## config.mk

```make
export PLATFORM = sky130hd
export DESIGN_NAME = mac_seq_ctrl
export DESIGN_NICKNAME = d
export VERILOG_FILES = /design/src/rtl/mac_seq_ctrl.sv
export SDC_FILE = /design/constraint.sdc
export NUM_CORES = 1
export LEC_CHECK = 0
export CAP_MARGIN = 30
export CELL_PAD_IN_SITES_DETAIL_PLACEMENT = 1
export CELL_PAD_IN_SITES_GLOBAL_PLACEMENT = 1
export CORE_MARGIN = 2
export CORE_UTILIZATION = 16
export DETAILED_ROUTE_END_ITERATION = 16
export GPL_TIMING_DRIVEN = 0
export PLACE_DENSITY = 0.72
export SETUP_SLACK_MARGIN = 0.05
export SLEW_MARGIN = 25
export SYNTH_ARGS = -nofsm -noshare
export SYNTH_HDL_FRONTEND = slang
export SYNTH_SLANG_ARGS = --single-unit
```

## constraint.sdc

```tcl
create_clock -name clk -period 1.5 [get_ports clk]
set_input_delay 0.45 -clock clk [delete_from_list [all_inputs] [get_ports clk]]
set_output_delay 0.45 -clock clk [all_outputs]
set_load 0.05 [all_outputs]
```

## src/rtl/mac_seq_ctrl.sv

```systemverilog
// Sequencer that streams a NUM_ROWS x VEC_S matrix, vector and bias into an external MAC
// and writes one result per row, tracking per-row and per-job overflow.
module mac_seq_ctrl #(
  parameter int NUM_S    = 1,
  parameter int VEC_S    = 4,
  parameter int NUM_ROWS = 4,
  localparam int MAW     = $clog2(NUM_ROWS * VEC_S),
  localparam int VAW     = $clog2(VEC_S),
  localparam int RAW     = $clog2(NUM_ROWS)
) (
  input  logic                   clk,
  input  logic                   reset,
  input  logic                   start,
  output logic                   busy,
  output logic                   done,
  output logic [MAW-1:0]         m_addr,
  input  logic signed [7:0]      m_data,
  output logic [VAW-1:0]         v_addr,
  input  logic signed [7:0]      v_data,
  output logic [RAW-1:0]         bias_addr,
  input  logic [7:0]             bias_data,
  output logic signed [7:0]      mac_a,
  output logic signed [7:0]      mac_b,
  output logic [7:0]             mac_x,
  output logic                   mac_valid_in,
  input  logic signed [15:0]     mac_f,
  input  logic                   mac_valid_out,
  input  logic                   mac_overflow,
  output logic                   y_we,
  output logic [RAW-1:0]         y_addr,
  output logic signed [15:0]     y_data,
  output logic                   y_ovf,
  output logic                   ovf_any,
  output logic [1:0]             dbg_state
);

  localparam int WCW = RAW + 1;

  if (NUM_S < 1 || NUM_S > 6) begin : g_bad_num_s
    $error("mac_seq_ctrl: NUM_S must be 1..6");
  end

  typedef enum logic [1:0] {
    S_IDLE  = 2'd0,
    S_ISSUE = 2'd1,
    S_DRAIN = 2'd2,
    S_FIN   = 2'd3
  } state_e;

  state_e         state_q, state_d;
  logic [RAW-1:0] row_q, row_d;
  logic [VAW-1:0] col_q, col_d;
  logic [WCW-1:0] wr_cnt_q, wr_cnt_d;
  logic           vin_q, vin_d;
  logic           row_ovf_q, row_ovf_d;
  logic           ovf_any_q, ovf_any_d;
  logic           active;
  logic           last_issue;
  logic           last_write;

  // Strobes carry no backpressure: mac_valid_in marks one element per cycle and
  // mac_valid_out one finished row; each is consumed in the cycle it is high.
  always_comb begin
    state_d    = state_q;
    row_d      = row_q;
    col_d      = col_q;
    wr_cnt_d   = wr_cnt_q;
    row_ovf_d  = row_ovf_q;
    ovf_any_d  = ovf_any_q;
    vin_d      = (state_q == S_ISSUE);
    active     = (state_q == S_ISSUE) || (state_q == S_DRAIN);
    last_issue = (row_q == RAW'(NUM_ROWS - 1)) && (col_q == VAW'(VEC_S - 1));
    y_we       = active && mac_valid_out;
    y_ovf      = y_we && (row_ovf_q || mac_overflow);
    last_write = y_we && (wr_cnt_q == WCW'(NUM_ROWS - 1));

    case (state_q)
      S_IDLE: begin
        if (start) begin
          state_d   = S_ISSUE;
          row_d     = '0;
          col_d     = '0;
          wr_cnt_d  = '0;
          row_ovf_d = 1'b0;
          ovf_any_d = 1'b0;
        end
      end
      S_ISSUE: begin
        // Counters freeze on the last element so the addresses hold afterwards.
        if (last_issue) begin
          state_d = S_DRAIN;
        end else if (col_q == VAW'(VEC_S - 1)) begin
          col_d = '0;
          row_d = row_q + 1'b1;
        end else begin
          col_d = col_q + 1'b1;
        end
      end
      S_DRAIN: begin
        if (last_write || (wr_cnt_q == WCW'(NUM_ROWS))) begin
          state_d = S_FIN;
        end
      end
      S_FIN:   state_d = S_IDLE;
      default: state_d = S_IDLE;
    endcase

    if (y_we) begin
      wr_cnt_d  = wr_cnt_q + 1'b1;
      row_ovf_d = 1'b0;
      if (y_ovf) begin
        ovf_any_d = 1'b1;
      end
    end else if (active && mac_overflow) begin
      row_ovf_d = 1'b1;
    end
  end

  always_ff @(posedge clk) begin
    if (reset) begin
      state_q   <= S_IDLE;
      row_q     <= '0;
      col_q     <= '0;
      wr_cnt_q  <= '0;
      vin_q     <= 1'b0;
      row_ovf_q <= 1'b0;
      ovf_any_q <= 1'b0;
    end else begin
      state_q   <= state_d;
      row_q     <= row_d;
      col_q     <= col_d;
      wr_cnt_q  <= wr_cnt_d;
      vin_q     <= vin_d;
      row_ovf_q <= row_ovf_d;
      ovf_any_q <= ovf_any_d;
    end
  end

  assign m_addr       = MAW'(row_q) * MAW'(VEC_S) + MAW'(col_q);
  assign v_addr       = col_q;
  assign bias_addr    = row_q;
  assign mac_a        = m_data;
  assign mac_b        = v_data;
  assign mac_x        = bias_data;
  assign mac_valid_in = vin_q;
  assign y_addr       = wr_cnt_q[RAW-1:0];
  assign y_data       = mac_f;
  assign ovf_any      = ovf_any_q;
  assign busy         = active;
  assign done         = (state_q == S_FIN);
  assign dbg_state    = state_q;

endmodule

```

==> metrics.yaml, run 1 <==
seq_power_share_pct: 16.3
dieWidth_um: 82.30
finalSetupViolations: 5
ant_nets: 0
syn-instance-count: 118
cts_root_buf: "clkbuf_8"
synth_area_leaders: "buf_4 (35%), dfxtp_1 (24%), ha_1 (11%)"
worstSkewPairLatency_ns: 0.25
antenna_found_initial: 0
hp-class: "register to register"
nets: 251
cts_tree: "yes"
numCtsBuffers: 3
crit_fanout: 3
syn_area_um2: 980.9
skew_ns: 0.008412
synth_top_cell_by_area: "buf_4"
seq_area_frac_synth_pct: 24.49
p_sw_share_pct: 47.22
track_usage_pct: 8.146
crit_path_max_incr_delay_ns: 0.37
synth-edff-count: 0
io_buffer_count: 62
design.die.area_um2: 6773
min_period_ns: 1.719
p_sw_w: 0.001348
drcViolationCount: 0
grt_max_degree: 11
arrival_ns: 1.27
max-cap-violations: 0
violations: "setup timing"
final-hold-violation-count: 0
slew_violations: 0
vias: 1018
htree_levels: 1
clk_pin_slew_ns: 0.05
ctsLongestPathBuffers: 2
grt_pass1_wl_mm: 4.140
fmax_mhz: 581.7
initial_utilization_pct: 16.57
final_layout_size_suffix_gt1_share_pct: 72.45
finalWirelength_mm: 2.878
worst-setup-path-type: "register to output port"
cts.sinks: 12
synth_seq_cells: 12
die_h_um: 82.30
place_congestion: 0.6977
crit_family: "flip-flops"
synth.distinct_cells: 23
post_drt_wl_per_cell_um: 10.62
timing.final.ws_setup_ns: -0.2192
row_count: 28
crit_required_ns: 1.05
fin_crit_sh_pct: 114.6
hold_ws_ns: 0.5051
netlist_top_cells_count: "buf_4 (46), nor2_1 (13), dfxtp_1 (12)"
syn_nets: 172
drt_iter0_markers: 13
core_area_um2: 5921
vias_per_cell: 3.756
synth_top_area_share_pct: 35.20
cp-start-kind: "register"
gr-total-overflow: 0
yosys_warnings: 0
vdd_drop_max_mv: 0.6104
async_reset_ff_share_pct: 0
synth.most_common_cell: "buf_4"
cp_cell_sequence: "inv_4 -> ha_4 -> nand2_4 -> nor2_4 -> buf_8"
clkPwrFrac_pct: 12.6
worst_pin_slew_ns: 0.4427
syn_avg_cell_area_um2: 8.313
n_antenna_cell: 0
ioPinCount: 103
p_int_w: 0.001507
powerDensity_nw_per_um2: 1442
ys.flop_type: "dfxtp_1"
relSlewSlack_pct: 70.48
status: "complete, but fails checks"
dr.pass1.iters: 3
dp_hpwl_mm: 2.113
grt_setup_unrepaired: "yes"
p_leak_nw: 0.9182
crit_buf_inv: 2
utilization_pct: 33.43
cp-end-kind: "output port"
cpMaxStageDelayCell: "dfxtp_4"
pwr-share-comb_pct: 71.0
grt_pass1_vias: 936
area_delta_synth_final_pct: 101.8
-- final timing paths --
check	from	endpoint	slack [ns]	cells past startpoint
setup / recovery	dbg_state[0]$_SDFFE_PP0P_	y_ovf	-0.22	5
hold / removal	v_addr[1]$_SDFFE_PP0P_	v_addr[1]$_SDFFE_PP0P_	0.51	2
setup reg to reg	dbg_state[0]$_SDFFE_PP0P_	dbg_state[1]$_SDFFE_PP0P_	-0.16	8
hold reg to reg	v_addr[1]$_SDFFE_PP0P_	v_addr[1]$_SDFFE_PP0P_	0.51	2
-- flip-flops by register name, summed over array words and instances, names as in the netlist --
name          cells
bias_addr         2
v_addr            2
row_ovf_q         1
ovf_any           1
wr_cnt_q          3
mac_valid_in      1
dbg_state         2
-- repair_timing --
item	4_1_cts	5_1_grt
hold buffers	0	0
gates resized for setup	219	24
pin swaps	4	5
endpoints found under the setup margin	62	23
buffers inserted	11	4
-- worst min-delay path, cell delays in order, from the launching register on --
cell     delay (ns)
dfxtp_2        0.33
o21ai_0        0.07
a21oi_1        0.06
-- layout by cell type, fill, tap and decap left out, drive strengths merged --
cell           instances
inv                    5
and2b                  1
dfxtp                 12
o31ai                  1
and3                   1
clkdlybuf4s15         41
nor3                   3
dlygate4sd2            2
o21ai                  1
clkdlybuf4s18          1
a21o                   1
nor2                  13
ha                     9
buf                   70
dlymetal6s2s           1
clkbuf                 9
mux2i                  3
nor3b                  1
a22oi                  4
nor2b                  1
a311oi                 1
nand3                  2
a21boi                 1
nand2b                 1
a21oi                  5
nand3b                 1
clkinvlp               1
clkdlybuf4s50          1
nand2                  3
-- final cells by class --
| cell class | count | area, µm² |
|---|---|---|
| inverter | 6 | 31.28 |
| timing repair buffer | 74 | 744.5 |
| buffer | 47 | 349.1 |
| clock buffer | 4 | 55.05 |
| fill | 702 | 3941 |
| tap | 75 | 93.84 |
| multi-input combinational | 53 | 451.7 |
| sequential | 12 | 254.0 |
-- metrics by stage --
stage | total power [W] | instance area, µm² | setup WS (ns) | std cells | TNS, ns
2_1_floorplan | 0.001689 | 1028 | -0.2259 | 118 | -1.083
3_3_place_gp | 0.002096 | 1743 | -0.9473 | 255 | -17.02
3_5_place_dp | 0.002114 | 1743 | -0.9553 | 255 | -17.28
4_1_cts | 0.002762 | 1932 | -0.2433 | 270 | -0.9616
5_1_grt | 0.003028 | 1979 | -0.2752 | 271 | -1.167
6_report | 0.002854 | 1979 | -0.2192 | 271 | -0.7947
-- per-layer routing --
layer | vias up | wire (µm) | global-route usage, %
met4 | 0 | 23 | 2.000
met1 | 457 | 1030 | 8.710
met2 | 60 | 1477 | 14.68
li1 | 497 | - | -
met3 | 4 | 347 | 3.478
met5 | - | 0 | 0
-- cell families after synthesis --
family / synth area share (%)
adder cells (fa/ha/maj): 11.48
buffers and inverters: 37.88
AO/OA/AOI/OAI: 9.949
multiplexers: 3.061
AND/OR/NAND/NOR: 13.14
flip-flops: 24.49
-- power by group through the flow --
stage                     sequential (W)  clock (W)  combinational, W
final                           0.000466   0.000360           0.00203
after global placement          0.000476          0           0.00162
after floorplan                 0.000618          0           0.00107
after CTS                       0.000466   0.000367           0.00193
after detailed placement        0.000478          0           0.00164
after global routing            0.000479   0.000390           0.00216
Power figures use the tool's default switching activity.
==> inputs of run 2 (changes only) <==
--- a/config.mk
+++ b/config.mk
@@ -10,2 +10,3 @@
 export CELL_PAD_IN_SITES_GLOBAL_PLACEMENT = 1
+export CORE_ASPECT_RATIO = 1.5
 export CORE_MARGIN = 2
--- a/constraint.sdc
+++ b/constraint.sdc
@@ -3,2 +3,2 @@
 set_output_delay 0.45 -clock clk [all_outputs]
-set_load 0.05 [all_outputs]
+set_load 0.01 [all_outputs]
==> run 2 against run 1 <==
The run still ends with setup timing left. Fmax increased by 2.2%. Sequential power up 1%. Wire length shrank 1.9%. Final cell count down 2.2%. Critical path depth unchanged. Highest routed layer unchanged.
==> metrics.yaml, run 2 (synthesized netlist as in run 1, its figures left out) <==
violations: "setup timing"
core_area_um2: 5871  # -0.85%
ioPinCount: 103  # unchanged
min_period_ns: 1.682  # -0.03740 ns
io_buffer_count: 62  # unchanged
worst_pin_slew_ns: 0.2747  # -0.1680 ns
seqCellArea_um2: 260.3  # +2.5%
htree_levels: 1  # unchanged
cp-end-kind: "output port"
crit_buf_inv: 2  # unchanged
dp_worst_setup_slack_ns: -0.7507  # +0.2045 ns
crit_required_ns: 1.05  # about the same
ant_nets: 0  # unchanged
fin_setup_tns_ns: -0.5523  # +0.2424 ns
skew_ns: 0.007068  # -0.001344 ns
row_count: 34  # +21%
crit_family: "flip-flops"
design.die.area_um2: 6786  # +0.19%
cp_cell_sequence: "inv_4 -> ha_4 -> nand2_4 -> nor2_4 -> buf_6"
antenna_found_initial: 0  # unchanged
dp_hpwl_mm: 2.230  # +5.6%
multiInputGateArea_um2: 442.9  # -1.9%
final_cell_mix: "buf_4 (53), dlygate4sd2_1 (48), nor2_1 (11), clkdlybuf4s15_1 (8), ha_1 (6)"
gr-total-overflow: 0  # unchanged
finalSetupViolations: 5  # unchanged
powerDensity_nw_per_um2: 1157  # -20%
area_delta_synth_final_pct: 89.92
finalNonFillerCells: 265  # -2.2%
ctsLongestPathBuffers: 2  # unchanged
dpl.cell_count: 252  # -1.2%
status: "complete, but fails checks"
dr.pass1.iters: 2  # -1
max-cap-violations: 0  # unchanged
dieWidth_um: 67.93  # -17%
grt_max_degree: 11  # unchanged
vias: 1023  # +0.49%
arrival_ns: 1.23  # -0.04 ns
slew_violations: 0  # unchanged
grt_setup_unrepaired: "yes"
drcViolationCount: 0  # unchanged
grt_pass1_vias: 957  # +2.2%
cts_root_buf: "clkbuf_8"
track_usage_pct: 8.041  # -0.10 points
numCtsBuffers: 3  # unchanged
cpMaxStageDelayCell: "dfxtp_4"
regMostFlops: "wr_cnt_q"
final_common_cell: "buf_4"
worst-setup-path-type: "register to output port"
fmax_mhz: 594.6  # +2.2%
p_leak_nw: 0.9265  # +0.91%
largest_reg_flops: 3  # unchanged
crit_path_max_incr_delay_ns: 0.37  # about the same
fill_cells: 707  # +0.71%
fin_crit_sh_pct: 112.1  # -2.5 points
clk_pin_slew_ns: 0.06  # about the same
drt_iter0_markers: 5  # -8
final_layout_size_suffix_gt1_share_pct: 44.56  # -28 points
grt_pass1_wl_mm: 4.202  # +1.5%
relSlewSlack_pct: 81.16  # +11 points
finalWirelength_mm: 2.823  # -1.9%
final-hold-violation-count: 0  # unchanged
timing.final.ws_setup_ns: -0.1818  # +0.03740 ns
vdd_drop_max_mv: 0.4551  # -25%
place_congestion: 0.7446  # +6.7%
nets: 248  # -1.2%
cts.sinks: 12  # unchanged
worstSkewPairLatency_ns: 0.25  # about the same
hp-class: "register to register"
post_drt_wl_per_cell_um: 10.65  # +0.31%
initial_utilization_pct: 16.71  # +0.14 points
finalPower_w: 0.002156  # -24%
crit_fanout: 4  # +1
vias_per_cell: 3.860  # +2.8%
postCtsHoldBufs: 0  # unchanged
utilization_pct: 31.73  # -1.7 points
cp-start-kind: "register"
die_h_um: 99.90  # +21%
n_antenna_cell: 0  # unchanged
cts_tree: "yes"
## run 2: cell types whose count changed in the layout (fill, tap and decap cells not counted), sizes merged
cell,previous run,this run
buf,70,59
clkbuf,9,5
clkdlybuf4s15,41,8
clkdlybuf4s18,1,0
clkdlybuf4s50,1,2
clkinvlp,1,0
dlygate4sd2,2,48
dlymetal6s2s,1,0
inv,5,6
## run 2: worst register-to-register path, cell delays in order, from the launching register on
cell and delay (ns):
dfxtp_4 0.37, inv_4 0.05, ha_4 0.28, buf_6 0.10
nand3_2 0.07, a311oi_4 0.32, mux2i_1 0.22, nor2_1 0.05
## run 2: repair_timing
item,in CTS,in global routing
pin swaps,3,2
gates resized for setup,99,10
endpoints found under the hold margin,0,0
endpoints found under the setup margin,65,16
buffers inserted,7,2
## run 2: per-stage QoR
stage / area [µm²] / hold WS [ns]
final: 1863 / 0.4836
after detailed placement: 1714 / 0.4804
after global placement: 1714 / 0.4755
after CTS: 1829 / 0.4891
after floorplan: 1003 / 0.4764
after global routing: 1863 / 0.5272
## run 2: path summary, 6_finish.rpt
path	endpoint	slack, ns	cells past startpoint	startpoint
min reg2reg	ovf_any$_SDFF_PP0_	0.48	2	ovf_any$_SDFF_PP0_
max	y_ovf	-0.18	5	dbg_state[0]$_SDFFE_PP0P_
min	ovf_any$_SDFF_PP0_	0.48	2	ovf_any$_SDFF_PP0_
max reg2reg	dbg_state[1]$_SDFFE_PP0P_	-0.08	7	dbg_state[0]$_SDFFE_PP0P_
## run 2: metal layers
metal	part of all wire, %	global-route usage, %	wire length (µm)
met1	34	7.719	947
met4	0.96	2.769	27
met2	54	15.76	1525
met3	11	1.906	322
met5	0	0	0
## run 2: where the power goes
group	internal [W]	total, W	switching, W
Sequential	0.000407	0.000472	0.0000652
Clock	0.000188	0.000319	0.000131
Combinational	0.000770	0.00136	0.000595
## run 2: cell type report
class                   instances  share of cell area (%)
plain buffers                  47                   18.80
clock buffers                   4                   2.418
inverters                       6                   1.343
multi-input cells              53                   23.77
flip-flops and latches         12                   13.97
well taps                      72                   4.835
repair buffers                 71                   34.86
